**src/rtl/ascii_uart_tx_if.sv**
```systemverilog
// Character handshake between an ASCII source (e.g. the hex-to-ASCII converter)
// and the UART transmitter.
interface ascii_uart_tx_if;
  logic [6:0] A;
  logic       a_valid;
  logic       a_ready;

  modport master (
    output A,
    output a_valid,
    input  a_ready
  );

  modport slave (
    input  A,
    input  a_valid,
    output a_ready
  );
endinterface

```
**src/rtl/ascii_uart_tx.sv**
```systemverilog
// UART-style transmitter for 7-bit ASCII: start bit, 7 data bits LSB first,
// optional even parity, one stop bit. Registered tx/busy, valid/ready input.
module ascii_uart_tx #(
  parameter int unsigned CLKS_PER_BIT = 16,
  parameter bit          PARITY_EN    = 1'b1
) (
  input  logic           clk,
  input  logic           rst,
  ascii_uart_tx_if.slave a_if,
  output logic           tx,
  output logic           busy
);

  localparam int unsigned         CNT_W    = (CLKS_PER_BIT > 2) ? $clog2(CLKS_PER_BIT) : 1;
  localparam logic [CNT_W-1:0]    CNT_LAST = CNT_W'(CLKS_PER_BIT - 1);
  localparam logic [2:0]          IDX_LAST = 3'd6;

  typedef enum logic [2:0] {
    S_IDLE,
    S_START,
    S_DATA,
    S_PARITY,
    S_STOP
  } state_e;

  state_e           state_q, state_d;
  logic [CNT_W-1:0] cnt_q,   cnt_d;
  logic [2:0]       idx_q,   idx_d;
  logic [6:0]       sh_q,    sh_d;
  logic             par_q,   par_d;
  logic             tx_q,    tx_d;
  logic             busy_q,  busy_d;

  logic             accept;
  logic             bit_done;

  // a_ready depends only on state and rst, so an upstream a_valid may be
  // derived from it without closing a combinational loop here.
  assign a_if.a_ready = (state_q == S_IDLE) && !rst;
  assign accept       = a_if.a_valid && a_if.a_ready;
  assign bit_done     = (cnt_q == CNT_LAST);

  // ---------------------------------------------------------------------------
  // State register
  // ---------------------------------------------------------------------------
  // NOTE: sequential state uses non-blocking assignments so every register
  // samples the pre-edge values, independent of statement order.
  always_ff @(posedge clk) begin
    if (rst) begin
      // NOTE: the shift register and parity latch are cleared as well; they
      // are ordinary flops, and a clean value keeps a reset mid-frame tidy.
      state_q <= S_IDLE;
      cnt_q   <= '0;
      idx_q   <= '0;
      sh_q    <= '0;
      par_q   <= 1'b0;
      tx_q    <= 1'b1;
      busy_q  <= 1'b0;
    end else begin
      state_q <= state_d;
      cnt_q   <= cnt_d;
      idx_q   <= idx_d;
      sh_q    <= sh_d;
      par_q   <= par_d;
      tx_q    <= tx_d;
      busy_q  <= busy_d;
    end
  end

  // ---------------------------------------------------------------------------
  // Next-state logic
  // ---------------------------------------------------------------------------
  always_comb begin
    // NOTE: every variable gets a default first so no path infers a latch.
    state_d = state_q;
    cnt_d   = cnt_q;
    idx_d   = idx_q;
    sh_d    = sh_q;
    par_d   = par_q;

    case (state_q)
      S_IDLE: begin
        if (accept) begin
          sh_d    = a_if.A;
          par_d   = ^a_if.A;
          cnt_d   = '0;
          idx_d   = '0;
          state_d = S_START;
        end
      end

      S_START: begin
        if (bit_done) begin
          cnt_d   = '0;
          idx_d   = '0;
          state_d = S_DATA;
        end else begin
          cnt_d = cnt_q + CNT_W'(1);
        end
      end

      S_DATA: begin
        if (bit_done) begin
          cnt_d = '0;
          if (idx_q == IDX_LAST) begin
            idx_d   = '0;
            state_d = PARITY_EN ? S_PARITY : S_STOP;
          end else begin
            idx_d = idx_q + 3'd1;
          end
        end else begin
          cnt_d = cnt_q + CNT_W'(1);
        end
      end

      S_PARITY: begin
        if (bit_done) begin
          cnt_d   = '0;
          state_d = S_STOP;
        end else begin
          cnt_d = cnt_q + CNT_W'(1);
        end
      end

      S_STOP: begin
        if (bit_done) begin
          cnt_d   = '0;
          state_d = S_IDLE;
        end else begin
          cnt_d = cnt_q + CNT_W'(1);
        end
      end

      default: begin
        cnt_d   = '0;
        idx_d   = '0;
        state_d = S_IDLE;
      end
    endcase
  end

  // ---------------------------------------------------------------------------
  // Output logic: decoded from the next state so tx/busy are registered yet
  // change on the same edge as the state, giving one cycle accept-to-start.
  // ---------------------------------------------------------------------------
  always_comb begin
    tx_d   = 1'b1;
    busy_d = (state_d != S_IDLE);

    case (state_d)
      S_IDLE:   tx_d = 1'b1;
      S_START:  tx_d = 1'b0;
      S_DATA:   tx_d = sh_d[idx_d];
      S_PARITY: tx_d = par_d;
      S_STOP:   tx_d = 1'b1;
      default:  tx_d = 1'b1;
    endcase
  end

  assign tx   = tx_q;
  assign busy = busy_q;

endmodule

```
**src/flat_wrapper.sv**
```systemverilog
// flat-port wrapper written by rule: the top's interface ports become plain ports
module ascii_uart_tx_flat 
#(
  parameter int unsigned CLKS_PER_BIT = 16,
  parameter bit          PARITY_EN    = 1'b1
)
  (clk, rst, tx, busy, a_if_A, a_if_a_valid, a_if_a_ready);
  ascii_uart_tx_if a_if_i ();
  input  logic clk;
  input  logic rst;
  output logic tx;
  output logic busy;
  input wire logic [$bits(a_if_i.A)-1:0] a_if_A;
  input wire logic [$bits(a_if_i.a_valid)-1:0] a_if_a_valid;
  output wire logic [$bits(a_if_i.a_ready)-1:0] a_if_a_ready;
  assign a_if_i.A = a_if_A;
  assign a_if_i.a_valid = a_if_a_valid;
  assign a_if_a_ready = a_if_i.a_ready;
  ascii_uart_tx #(.CLKS_PER_BIT(CLKS_PER_BIT), .PARITY_EN(PARITY_EN)) u_core (.clk(clk), .rst(rst), .a_if(a_if_i), .tx(tx), .busy(busy));
endmodule
```
**config.mk**
```make
export PLATFORM = sky130hd
export DESIGN_NAME = ascii_uart_tx_flat
export DESIGN_NICKNAME = d
export VERILOG_FILES = /design/src/rtl/ascii_uart_tx_if.sv /design/src/rtl/ascii_uart_tx.sv /design/src/flat_wrapper.sv
export SDC_FILE = /design/constraint.sdc
export NUM_CORES = 1
export LEC_CHECK = 0
export CORE_ASPECT_RATIO = 0.5
export CORE_MARGIN = 2
export CORE_UTILIZATION = 30
export CTS_CLUSTER_SIZE = 30
export DETAILED_ROUTE_END_ITERATION = 8
export SLEW_MARGIN = 5
export SYNTH_ARGS = -nofsm -noshare
export SYNTH_HDL_FRONTEND = slang
export SYNTH_SLANG_ARGS = --single-unit
```
**constraint.sdc**
```tcl
create_clock -name clk -period 2.5 [get_ports clk]
set_input_delay 0.625 -clock clk [delete_from_list [all_inputs] [get_ports clk]]
set_output_delay 0.625 -clock clk [all_outputs]
set_load 0.01 [all_outputs]
```
* Yosys cells after proc, flatten, opt, wreduce, memory -nomap -nowiden *
Index checks and enable logic that the tools add are counted.

storage, ports and cells
  bits in registers = 20
  input port bits = 10
  word-level logic and storage cells = 50

cells by class
  $add $sub $neg = 2
  order comparisons = 1
  eq/ne operators = 10
  muxes and demuxes = 22
  reductions and logical operators = 8

operators by type and width
  kind                 number
  $mux 3               10
  $pmux 3 s5           1
  $mux 7               2
  $eq 3x2->1 const B   4
  $pmux 3 s4           1
  $mux 4               2
  $pmux 4 s2           1
  $reduce_xor 7->1     1
  $eq 3x1->1 const B   2
  $eq 3x3->1 const B   2
  $add 4x1->4 const B  1
  $eq 4x4->1 const B   1
  $lt 3x4->1 const B   1
  $reduce_or 4->1      1
  $add 3x1->3 const B  1
  $bmux 1 s3           1
  $logic_not 3->1      1
  $mux 1               3
  $pmux 1 s3           1
  $reduce_bool 3->1    1
  $logic_and 1x1->1    2
  $ne 2x1->1 const B   1
  $reduce_or 2->1      1
  $logic_not 1->1      1

* Logic depth before layout (Yosys ltp) *
  depth after elaboration = 8
  mapped depth = 7
  depth with buffers taken out = 7

* Worst setup path before layout *
No wires, ideal clock.

  kind = register to register
  from = register u_core.cnt_q[0]
  to = register u_core.tx_q (netlist: u_core.tx)
  setup time = 0.132 ns
  data arrival time = 1.868 ns
  setup slack = 0.500 ns
  stages on the path, launching flop included = 8
  clock period less this slack = 2.000 ns
  cells stage by stage = dfxtp_1 -> ha_1 -> nand3_4 -> o311ai_2 -> nand2_1 -> a211o_1 -> a2111oi_2 -> a311oi_1

on the way
  cells in the longest elaborated chain, start to end = 6
  elaborated cells between the ends (all ways) = 15
  classes of those cells = eq/ne: 4; mux: 11

ends and longest elaborated chain
  element                       line                                       source
  start: declaration            ascii_uart_tx.sv:27                        logic [CNT_W-1:0] cnt_q, cnt_d;
  start signal: assignment      ascii_uart_tx.sv:61                        cnt_q <= cnt_d;
  $eq 4x4->1 (*)                ascii_uart_tx.sv:41                        assign bit_done = (cnt_q == CNT_LAST);
  $mux 3 (on tied branches)     ascii_uart_tx.sv:103, ascii_uart_tx.sv:93
  $pmux 3 s4                    ascii_uart_tx.sv:81                        case (state_q)
  $bmux 1 s3                    ascii_uart_tx.sv:153                       S_DATA: tx_d = sh_d[idx_d];
  $mux 1 (not written as such)  ascii_uart_tx.sv:153
  $pmux 1 s3 (*)                ascii_uart_tx.sv:150                       case (state_d)
  end signal: assignment        ascii_uart_tx.sv:65                        tx_q <= tx_d;
  end: declaration              ascii_uart_tx.sv:31                        logic tx_q, tx_d;

Mark *: on every way between the ends. The rest lies on a longest branch, timed or not. The select of a mux whose other input is x is not followed.
A chain may end at the register's enable or synchronous reset.

* Worst setup path after layout *
  from = input port rst
  to = output port a_if_a_ready

on the way
  cells in the longest elaborated chain, start to end = 2

ends and longest elaborated chain
  element             line                 source
  start: declaration  flat_wrapper.sv:10   input logic rst;
  $logic_not 1->1     ascii_uart_tx.sv:39  assign a_if.a_ready = (state_q == S_IDLE) && !rst;
  $logic_and 1x1->1   ascii_uart_tx.sv:39
  end: declaration    flat_wrapper.sv:15   output wire logic [$bits(a_if_i.a_ready)-1:0] a_if_a_ready;

No other way between the ends.

==> impl_metrics.env <==
export IMPL_holdWs_ns=0.452
export IMPL_hold_path_class="register to register"
export IMPL_drt_iter0_markers=113
export IMPL_post_route_period_util_pct=95.9
export IMPL_grt_pass1_wl_mm=4.98
export IMPL_synth_most_common_cell="nand2_1"
export IMPL_numPortBuffers=12
export IMPL_synthDominantCellAreaShare_pct=33.9
export IMPL_grt_met3_usage_pct=3.89
export IMPL_yosysSeqAreaShare_pct=33.9
export IMPL_min_to="u_core.sh_q[2]$_SDFF_PP0_"
export IMPL_period_needed_ns=2.40
export IMPL_cts_tree="built"
export IMPL_yosys_top_cells_area="dfxtp_1 (34%), nand2_1 (7.3%), a21oi_1 (6.3%)"
export IMPL_n_antenna_cell=0
export IMPL_nets=175
export IMPL_slowest_delay_ns=0.52
export IMPL_skew_ns=0.00320
export IMPL_clkSinkCount=20
export IMPL_drive_above_1_share_pct=12.9
export IMPL_numCtsBuffers=3
export IMPL_fp_dieH_um=48.4
export IMPL_via_count=1155
export IMPL_crit_slowest_cell="clkdlybuf4s50_1"
export IMPL_dieArea_sq_um=4490
export IMPL_syn2layout_area_growth_pct=25.1
export IMPL_rsz0062_at_grt="no"
export IMPL_grt_overflow_total=0
export IMPL_htree_levels=1
export IMPL_pwr_density_cell_nw_per_um2=521
export IMPL_top_usage_layer="met2"
export IMPL_clock_latency_ns=0.26
export IMPL_synthCells=145
export IMPL_dp_hpwl_mm=2.07
export IMPL_worst_setup_path_end_kind="output port"
export IMPL_root_buffer="clkbuf_8"
export IMPL_worstSetupPathType="input pin to output port"
export IMPL_synth_area_sq_um=1180
export IMPL_syn_num_nets=156
export IMPL_max_cap_violations=0
export IMPL_rr_startpoint="u_core.cnt_q[0]$_SDFFE_PP0P_"
export IMPL_min_from="u_core.sh_q[2]$_SDFF_PP0_"
export IMPL_drtAntennaViolNets=0
export IMPL_critPathBufInv=2
export IMPL_leakage_uw=0.000510
export IMPL_synth_ff_type="dfxtp_1"
export IMPL_critPathMaxFanout=4
export IMPL_required_ns=1.88
export IMPL_timing_reg2reg_worst_path_depth=7
export IMPL_reg2reg_slack_ns=0.20
export IMPL_start_util_pct=30.8
export IMPL_antenna_found_initial=0
export IMPL_rows=16
export IMPL_core_area_sq_um=3840
export IMPL_r2r_end="u_core.tx$_SDFF_PP1_"
export IMPL_async_flop_share_pct=0
export IMPL_synth_seq_cells=20
export IMPL_die_x_um=92.8
export IMPL_cts_buffer_depth=2
export IMPL_wirelength_mm=2.77
export IMPL_ioPinCount=13
export IMPL_cp_top_family="buffers and inverters"
export IMPL_status="finished clean"
export IMPL_cp_cell_sequence="clkdlybuf4s50_1 > nor4_4 > dlygate4sd2_1"
export IMPL_synth_cell_types=45
export IMPL_slew_violations=0
export IMPL_grt_usage_pct=13.6
export IMPL_synth_avg_cell_area_sq_um=8.15
export IMPL_grt_use_met1_pct=18.6
export IMPL_grt_max_degree=17
export IMPL_finalHoldViolCount=0
export IMPL_cts_setup_buffers=0
export IMPL_synth_top_area_cell="dfxtp_1"
export IMPL_worst_pin_slew_ns=0.561
export IMPL_drc=0
export IMPL_grtUsageMet2_pct=21.7
export IMPL_hold_depth=2
export IMPL_yosys_top_cells_count="nand2_1 (23), dfxtp_1 (20), a21oi_1 (15), nor2_1 (13), o21ai_0 (7)"
export IMPL_grt_pass1_vias=1073
export IMPL_place_gp_congestion=0.861
export IMPL_wl_per_cell_um=12.8
export IMPL_synth_enable_flop_cells=0
export IMPL_clk_pin_slew_worst_paths_ns=0.08
export IMPL_synth_warnings=0
export IMPL_finalSetupViolCount=0
export IMPL_fin_util_pct=38.5
export IMPL_routed_via_density=5.32
export IMPL_ir_worst_vdd_mv=0.211
export IMPL_max_slew_margin_pct=62.5
export IMPL_dr_pass1_iters=4
export IMPL_cp_arrival_ns=1.77
export IMPL_max_clock_freq_mhz=417
export IMPL_startpoint_type="input pin"
registers in the layout (all words and copies together), names as in the netlist:
name and cells:
u_core.busy 1, u_core.cnt_q 4, u_core.idx_q 3, u_core.par_q 1, u_core.sh_q 7, u_core.state_q 3, u_core.tx 1
timing repair:
action | 4_1_cts | 5_1_grt
hold buffers | 0 | 0
setup endpoints to repair | 1 | 0
resized for setup | 2 | 0
cells by family (layout without fill, tap and decap cells):
family / Yosys count / after routing / synth area share, %
and+or+nand+nor: 65 / 65 / 30.8
xor gates and xnor gates: 7 / 7 / 5.19
buffers and inverters: 8 / 26 / 3.49
AOI/OAI and AO/OA: 43 / 43 / 24.7
adders and majority gates: 1 / 1 / 1.06
DFF: 20 / 20 / 33.9
muxes: 1 / 1 / 0.952
report_power, final:
part	switching, uW	internal, uW
logic	53.1	54.5
clock network	110	214
registers	8.54	330
total	172	598
worst max path at each step:
| stage | from | endpoint | slack [ns] | depth (start not counted) |
|---|---|---|---|---|
| 2_1_floorplan | u_core.cnt_q[0]$_SDFFE_PP0P_ | u_core.tx$_SDFF_PP1_ | 0.50 | 7 |
| 3_3_place_gp | rst | a_if_a_ready | -0.07 | 3 |
| 3_5_place_dp | rst | a_if_a_ready | -0.09 | 3 |
| 4_1_cts | rst | a_if_a_ready | 0.1 | 3 |
| 5_1_grt | u_core.cnt_q[0]$_SDFFE_PP0P_ | u_core.tx$_SDFF_PP1_ | 0.01 | 7 |
| 6_report | rst | a_if_a_ready | 0.10 | 3 |
layout make-up:
type / instances / area [sq um]
Inverter: 1 / 3.75
Sequential cell: 20 / 400
Timing Repair Buffer: 21 / 186
Multi-Input combinational cell: 117 / 749
Tap cell: 54 / 67.6
Fill cell: 402 / 2360
Clock inverter: 1 / 30.0
Clock buffer: 3 / 41.3
metrics by stage:
step | setup TNS, ns | power, uW | setup slack, ns | std cells | area [sq um]
final | 0 | 770 | 0.102 | 217 | 1480
after detailed placement | -0.134 | 453 | -0.0910 | 213 | 1400
after CTS | 0 | 781 | 0.0963 | 217 | 1480
after global placement | -0.0995 | 452 | -0.0736 | 213 | 1400
after global routing | 0 | 808 | 0.0140 | 217 | 1480
after floorplan | 0 | 405 | 0.500 | 145 | 1180
layer usage:
layer  share of wire, %  wire [um]  vias up
met5                  0          0        -
met4               0.43         12        0
met3                4.9        135        2
met2                 47       1300       25
met1                 48       1320      557
li1                   -          -      571
cell usage in the layout (no fill, tap or decap), types with 2 or more instances in the layout:
master           synthesis  routed
nor2_1                  13      13
buf_4                    0       9
nand2b_1                 2       2
dfxtp_1                 20      20
nand2_1                 23      23
clkdlybuf4s50_1          0      11
a32oi_1                  4       4
nor2b_1                  2       2
a21oi_1                 15      15
and2_1                   3       3
xor2_1                   3       3
a31oi_1                  2       2
nor4_1                   2       2
and3_1                   3       3
nand4_1                  2       2
o31a_1                   3       3
xnor2_1                  4       4
o31ai_1                  2       2
clkbuf_8                 0       3
nand3_1                  3       3
o21ai_1                  2       2
o21ai_0                  7       7
worst reg2reg max path: cells and delay by family, from the launching register on:
family / cells / cell delay, ns
compound gates: 4 / 1.15
flops: 1 / 0.41
fa+ha+maj: 1 / 0.36
simple gates: 2 / 0.27
Power figures use the tool's default switching activity.
